## src/rtl/core_pkg.sv

```systemverilog
// Shared encodings for the multi-cycle RV32 core: opcodes, funct fields, FSM states, ALU ops.
package core_pkg;

  localparam logic [6:0] OP_R = 7'b0110011;
  localparam logic [6:0] OP_I = 7'b0010011;

  localparam logic [2:0] F3_ADD  = 3'b000;
  localparam logic [2:0] F3_SLL  = 3'b001;
  localparam logic [2:0] F3_SLT  = 3'b010;
  localparam logic [2:0] F3_SLTU = 3'b011;
  localparam logic [2:0] F3_XOR  = 3'b100;
  localparam logic [2:0] F3_SR   = 3'b101;
  localparam logic [2:0] F3_OR   = 3'b110;
  localparam logic [2:0] F3_AND  = 3'b111;

  localparam logic [6:0] F7_BASE = 7'b0000000;
  localparam logic [6:0] F7_ALT  = 7'b0100000;

  typedef enum logic [2:0] {FETCH, DECODE, EXECUTE, WRITEBACK, HALT} state_e;

  typedef enum logic [3:0] {
    ALU_ADD, ALU_SUB, ALU_SLL, ALU_SLT, ALU_SLTU,
    ALU_XOR, ALU_SRL, ALU_SRA, ALU_OR, ALU_AND
  } alu_op_e;

  // alt selects SUB/SRA (funct7[5]) for the two funct3 codes that have a variant
  function automatic alu_op_e f3_to_op(logic [2:0] f3, logic alt);
    alu_op_e op;
    case (f3)
      F3_ADD:  op = alt ? ALU_SUB : ALU_ADD;
      F3_SLL:  op = ALU_SLL;
      F3_SLT:  op = ALU_SLT;
      F3_SLTU: op = ALU_SLTU;
      F3_XOR:  op = ALU_XOR;
      F3_SR:   op = alt ? ALU_SRA : ALU_SRL;
      F3_OR:   op = ALU_OR;
      default: op = ALU_AND;
    endcase
    return op;
  endfunction

endpackage

```

## src/rtl/core_alu.sv

```systemverilog
// Combinational integer ALU for the multi-cycle core; shift amount width follows XLEN.
module core_alu
  import core_pkg::*;
#(
  parameter int unsigned XLEN = 32
) (
  input  alu_op_e           alu_op,
  input  logic [XLEN-1:0]   a,
  input  logic [XLEN-1:0]   b,
  output logic [XLEN-1:0]   r
);

  localparam int unsigned SHW = (XLEN == 64) ? 6 : 5;

  logic [SHW-1:0] shamt;
  assign shamt = b[SHW-1:0];

  always_comb begin
    r = '0;
    case (alu_op)
      ALU_ADD:  r = a + b;
      ALU_SUB:  r = a - b;
      ALU_SLL:  r = a << shamt;
      ALU_SLT:  r = XLEN'($signed(a) < $signed(b));
      ALU_SLTU: r = XLEN'(a < b);
      ALU_XOR:  r = a ^ b;
      ALU_SRL:  r = a >> shamt;
      ALU_SRA:  r = XLEN'($signed(a) >>> shamt);
      ALU_OR:   r = a | b;
      ALU_AND:  r = a & b;
      default:  r = '0;
    endcase
  end

endmodule

```

## src/rtl/multicycle_core.sv

```systemverilog
// Multi-cycle RV32 core: FETCH/DECODE/EXECUTE/WRITEBACK FSM with a handshaked instruction port.
// Define RV_ITYPE_EN to add the I-type ALU instructions (opcode 0010011).
module multicycle_core
  import core_pkg::*;
#(
  parameter int unsigned     XLEN     = 32,
  parameter int unsigned     NREGS    = 32,
  parameter logic [XLEN-1:0] PC_RESET = '0
) (
  input  logic            clk,
  input  logic            reset,
  output logic            imem_req,
  output logic [XLEN-1:0] imem_addr,
  input  logic            imem_ack,
  input  logic [31:0]     imem_rdata,
  output logic            zero_flag,
  output logic            retire,
  output logic            halted,
  output logic [XLEN-1:0] pc
);

  localparam int unsigned RIW = $clog2(NREGS);

  state_e          state_q, state_d;
  logic [31:0]     ir_q;
  logic [XLEN-1:0] a_q, b_q, r_q, pc_q;
  logic [XLEN-1:0] a_d, b_d, alu_r;
  alu_op_e         op_q, op_d;
  logic            legal;
  logic [XLEN-1:0] rf [NREGS];

  logic [6:0] opcode, f7;
  logic [4:0] rd, rs1, rs2;
  logic [2:0] f3;

  assign opcode = ir_q[6:0];
  assign rd     = ir_q[11:7];
  assign f3     = ir_q[14:12];
  assign rs1    = ir_q[19:15];
  assign rs2    = ir_q[24:20];
  assign f7     = ir_q[31:25];

  // Request is cut immediately by reset, even though the state register already reads FETCH
  assign imem_req  = (state_q == FETCH) && !reset;
  assign imem_addr = pc_q;
  assign pc        = pc_q;

  // Decode: legality, ALU op and operand selection from the instruction register
  always_comb begin
    legal = 1'b0;
    op_d  = ALU_ADD;
    a_d   = (rs1 == 5'd0) ? '0 : rf[RIW'(rs1)];
    b_d   = (rs2 == 5'd0) ? '0 : rf[RIW'(rs2)];
    case (opcode)
      OP_R: begin
        op_d  = f3_to_op(f3, f7[5]);
        legal = (32'(rs1) < NREGS) && (32'(rs2) < NREGS) && (32'(rd) < NREGS) &&
                ((f7 == F7_BASE) || ((f7 == F7_ALT) && ((f3 == F3_ADD) || (f3 == F3_SR))));
      end
`ifdef RV_ITYPE_EN
      OP_I: begin
        op_d  = f3_to_op(f3, (f3 == F3_SR) && f7[5]);
        b_d   = XLEN'($signed(ir_q[31:20]));
        legal = (32'(rs1) < NREGS) && (32'(rd) < NREGS) &&
                ((f3 == F3_SLL) ? (f7 == F7_BASE) :
                 (f3 == F3_SR)  ? ((f7 == F7_BASE) || (f7 == F7_ALT)) : 1'b1);
      end
`endif
      default: legal = 1'b0;
    endcase
  end

  always_comb begin
    state_d = state_q;
    case (state_q)
      FETCH:     if (imem_ack) state_d = DECODE;
      DECODE:    state_d = legal ? EXECUTE : HALT;
      EXECUTE:   state_d = WRITEBACK;
      WRITEBACK: state_d = FETCH;
      HALT:      state_d = HALT;
      default:   state_d = FETCH;
    endcase
  end

  always_ff @(posedge clk or posedge reset) begin
    if (reset) state_q <= FETCH;
    else       state_q <= state_d;
  end

  core_alu #(.XLEN(XLEN)) u_alu (
    .alu_op (op_q),
    .a      (a_q),
    .b      (b_q),
    .r      (alu_r)
  );

  // Datapath registers; each state only touches its own stage's registers
  always_ff @(posedge clk or posedge reset) begin
    if (reset) begin
      ir_q      <= '0;
      a_q       <= '0;
      b_q       <= '0;
      r_q       <= '0;
      op_q      <= ALU_ADD;
      pc_q      <= PC_RESET;
      zero_flag <= 1'b0;
      retire    <= 1'b0;
      halted    <= 1'b0;
      for (int unsigned i = 0; i < NREGS; i++) rf[i] <= '0;
    end else begin
      retire <= (state_d == WRITEBACK);
      halted <= (state_d == HALT);
      case (state_q)
        FETCH: if (imem_ack) ir_q <= imem_rdata;
        DECODE: begin
          a_q  <= a_d;
          b_q  <= b_d;
          op_q <= op_d;
        end
        EXECUTE: begin
          r_q       <= alu_r;
          zero_flag <= (alu_r == '0);
        end
        WRITEBACK: begin
          if (rd != 5'd0) rf[RIW'(rd)] <= r_q;
          pc_q <= pc_q + XLEN'(4);
        end
        default: ;
      endcase
    end
  end

endmodule

```

## config.mk

```make
export PLATFORM = sky130hd
export DESIGN_NAME = multicycle_core
export DESIGN_NICKNAME = d
export VERILOG_FILES = /design/src/rtl/core_pkg.sv /design/src/rtl/core_alu.sv /design/src/rtl/multicycle_core.sv
export SDC_FILE = /design/constraint.sdc
export NUM_CORES = 2
export LEC_CHECK = 0
export CELL_PAD_IN_SITES_DETAIL_PLACEMENT = 1
export CELL_PAD_IN_SITES_GLOBAL_PLACEMENT = 2
export CORE_AREA = 2 2 400 600
export CTS_BUF_LIST = sky130_fd_sc_hd__clkbuf_8 sky130_fd_sc_hd__clkbuf_16
export CTS_CLUSTER_SIZE = 28
export DETAILED_ROUTE_END_ITERATION = 16
export DIE_AREA = 0 0 402 602
export PLACE_DENSITY_LB_ADDON = 0.1
export SYNTH_ARGS = -nofsm -noshare
export SYNTH_HDL_FRONTEND = slang
export SYNTH_SLANG_ARGS = --single-unit
```

## constraint.sdc

```tcl
create_clock -name clk -period 118.5 [get_ports clk]
set_input_delay 35.55 -clock clk [delete_from_list [all_inputs] [get_ports clk]]
set_output_delay 35.55 -clock clk [all_outputs]
set_load 0.01 [all_outputs]
```

==> flow_summary.toml <==
[timing]
rsz0062_at_grt = "false"
fin_skew_ns = 0.04923
relSlewSlack = 0.1077
setup_viol = 0
drv_slew = 0
worst_pin_slew_ns = 1.338
fin_crit_sh = 0.6114
tns_ns = 0
finalCriticalPeriod_ns = 72.45
fmax_mhz = 13.80
hold_viol_final = 0

[setup_path]
arrival_ns = 36.90
critPathLaunchType = "input pin"
worst-path-buf-inv = 2
cp_top_family = "buffers and inverters"
max_stage_delay_ns = 0.59
required_ns = 82.95
crit_chain = "clkdlybuf4s50_1 -> nor4_1 -> clkdlybuf4s50_1"
cp-end-kind = "output port"
cp_max_fo = 2
crit_path_top_delay_cell = "clkdlybuf4s50_1"
critPathMostFrequentCell = "clkdlybuf4s50_1"
critical_path_class = "in -> out"

[global_route]
grt_pass1_wl_um = 446500
grt-ovfl-total = 0
grtUsageTotal = 0.2553
grt_antenna_before_repair = 12
grt_pass1_vias = 57090
grt_max_degree = 165

[routing]
vias = 52740
dr.pass1.iters = 5
drt_iter0_drc = 2959
ant_nets = 0
detail_route.vias_per_cell = 5.851
drc = 0
finalWirelength_um = 313100
wire_per_inst_um = 34.74

[placed_design]
place_inst = 8761
hpwl_um = 192800
port-buffer-count = 98
place_congestion = 0.9232

[synthesis]
ys_types = 99
syn_area_per_cell_sq_um = 11.70
synth_top_family_by_area = "multiplexers"
synth_xor_area_frac = 0.004577
synth_compound_gate_area_share = 0.1160
yosys.area_share.simple = 0.05142
synth_cells = 6051
synth_flop_cell = "dfrtp_1"
synth.area.mux_share = 0.3461
yosysSeqAreaShare = 0.4213
netlist_area_sq_um = 70800
async_reset_ff_frac = 1.000
synth_fa_ha_area_frac = 0.01788
yosys_warnings = 0
ys_seq_elements = 1192
synth-edff-count = 0

[run]
max_cap_violations = 0

[clocking]
cts_setup_buffers = 0
clockRootBuffer = "clkbuf_16"
hold_buffers = 0
cts-buffers-inserted = 150
cts_buffer_depth = 4
clkTransAtPathRegs_ns = 0.06
cts.sinks = 1192
cts_tree = "yes"
cts_max_level = 4
clk-insertion-delay-late_ns = 0.83
cts_resized = 0

[floorplanning]
initial_core_util = 0.2991
die-area_sq_um = 242000
die_h_um = 602
pin_count = 103
core-area_sq_um = 236700
die-width_um = 402
row_count = 219

[cells_and_area]
layout-drive-gt1-share = 0.3315
fillers = 25310
mostFrequentLayoutCells = "mux2_2 (1,192), dfrtp_1 (1,176), mux2i_1 (436)"
final_common_cell = "mux2_2"
final_cells = 9014
areaGrowthSynthToFinish_pct = 12.40
fin_nets = 5954

[power_and_ir_drop]
power_per_cell_area_nw_per_um2 = 20.56
total_leakage_power_nw = 35.50
ir_drop_mv = 0.02600

[min_path]
hp-class = "reg -> reg"

[status]
outcome = "completed"
[final cells by class]
cell class              instances  area [sq um]  share of cell area
diodes                          2         5.005          0.00006289
well taps                    3094          3871             0.04864
flip-flops and latches       1192         29880              0.3754
clock buffers                 178          4195             0.05271
inverters                     106         405.4            0.005094
multi-input cells            4116         38300              0.4813
repair buffers                253          2282             0.02868
clock inverters                73         644.4            0.008096
[state kept, by name (all words and copies together) (netlist names), 3 cells and up]
signal / cells
a_q: 32
b_q: 32
imem_addr: 30
ir_q: 32
op_q: 4
r_q: 32
rf: 1024
state_q: 3
[cell usage after synthesis, types with 12 or more instances]
master / instances / area share
o211ai_1: 25 / 0.0027
nand2b_1: 18 / 0.0016
mux2_2: 1192 / 0.19
o221ai_1: 143 / 0.018
clkbuf_1: 458 / 0.024
and3_1: 15 / 0.0013
or3_1: 16 / 0.0014
mux2i_1: 436 / 0.062
nand2_1: 201 / 0.011
inv_1: 103 / 0.0055
a21o_1: 17 / 0.0018
buf_2: 21 / 0.0015
o2111ai_1: 12 / 0.0015
dfrtp_1: 1192 / 0.42
nand4_1: 20 / 0.0018
o21ai_0: 221 / 0.016
nor4_1: 18 / 0.0016
and2_1: 15 / 0.0013
a21oi_1: 429 / 0.030
xnor2_1: 27 / 0.0033
nor2_1: 223 / 0.012
a31oi_1: 18 / 0.0016
o22ai_1: 222 / 0.020
a211oi_1: 23 / 0.0024
nor3_1: 104 / 0.0074
buf_4: 40 / 0.0042
nand3_1: 43 / 0.0030
mux4_2: 296 / 0.094
ha_1: 98 / 0.017
nor2b_1: 26 / 0.0023
o31ai_1: 15 / 0.0016
buf_1: 115 / 0.0061
[layer usage]
layer,track usage,wire length [um],up-vias
li1,-,-,22360
met1,0.3170,131400,28750
met2,0.4485,157100,1101
met3,0.02738,9936,525
met4,0.1061,14660,0
met5,0,0,-
[worst reg2reg max path, stage by stage, from the launching register on]
cell and delay, ns:
dfrtp_4 0.76, buf_4 0.71, mux4_2 0.74, nor2_1 0.12, a21oi_1 0.05, o21ai_0 0.96, o221ai_1 0.42, a211oi_1 0.59
nand4_1 0.25, nor4_2 0.64, nand4_1 0.30, nor4_1 0.64, a32o_1 0.27
[worst paths after layout]
check | startpoint | to | slack (ns) | cells past startpoint
worst max-delay path | reset | imem_req | 46.05 | 3
worst min-delay path | rf[1014] | rf[1014] | 0.40 | 0
worst max register to register | b_q[2] | zero_flag | 112.01 | 12
worst min register to register | rf[1014] | rf[1014] | 0.40 | 0
max in group asynchronous | reset | rf[919] | 78.21 | 7
min in group asynchronous | reset | ir_q[1] | 35.29 | 2
[cells by family (layout without fill, tap and decap cells)]
kind of cell,after synthesis,in the layout
AO/OA/AOI/OAI,1287,1287
flip-flops,1192,1192
XOR/XNOR,37,37
multiplexers,1928,1928
other,1,6
adder cells (fa/ha/maj),100,100
buffers and inverters,746,610
AND/OR/NAND/NOR,760,760
[per-stage QoR]
| stage | power (W) | hold slack, ns | util | instance area [sq um] | worst slack (ns) |
|---|---|---|---|---|---|
| global placement | 0.001177 | 0.3836 | 0.3157 | 74740 | 45.97 |
| global route | 0.001706 | 0.4066 | 0.3362 | 79580 | 45.93 |
| floorplan | 0.0008721 | 0.4488 | - | 70820 | 47.05 |
| CTS | 0.001656 | 0.4029 | 0.3361 | 79580 | 46.04 |
| detailed placement | 0.001178 | 0.3889 | 0.3157 | 74740 | 46.06 |
| finish | 0.001636 | 0.4006 | 0.3362 | 79590 | 46.05 |
[report_power, final]
| group | switching [W] | internal, W | leakage (nW) |
|---|---|---|---|
| clock network | 0.000192 | 0.000276 | 2.51 |
| logic | 0.000489 | 0.000217 | 16.5 |
| registers | 0.0000417 | 0.000419 | 16.5 |
(Power assumes the default switching activity.)
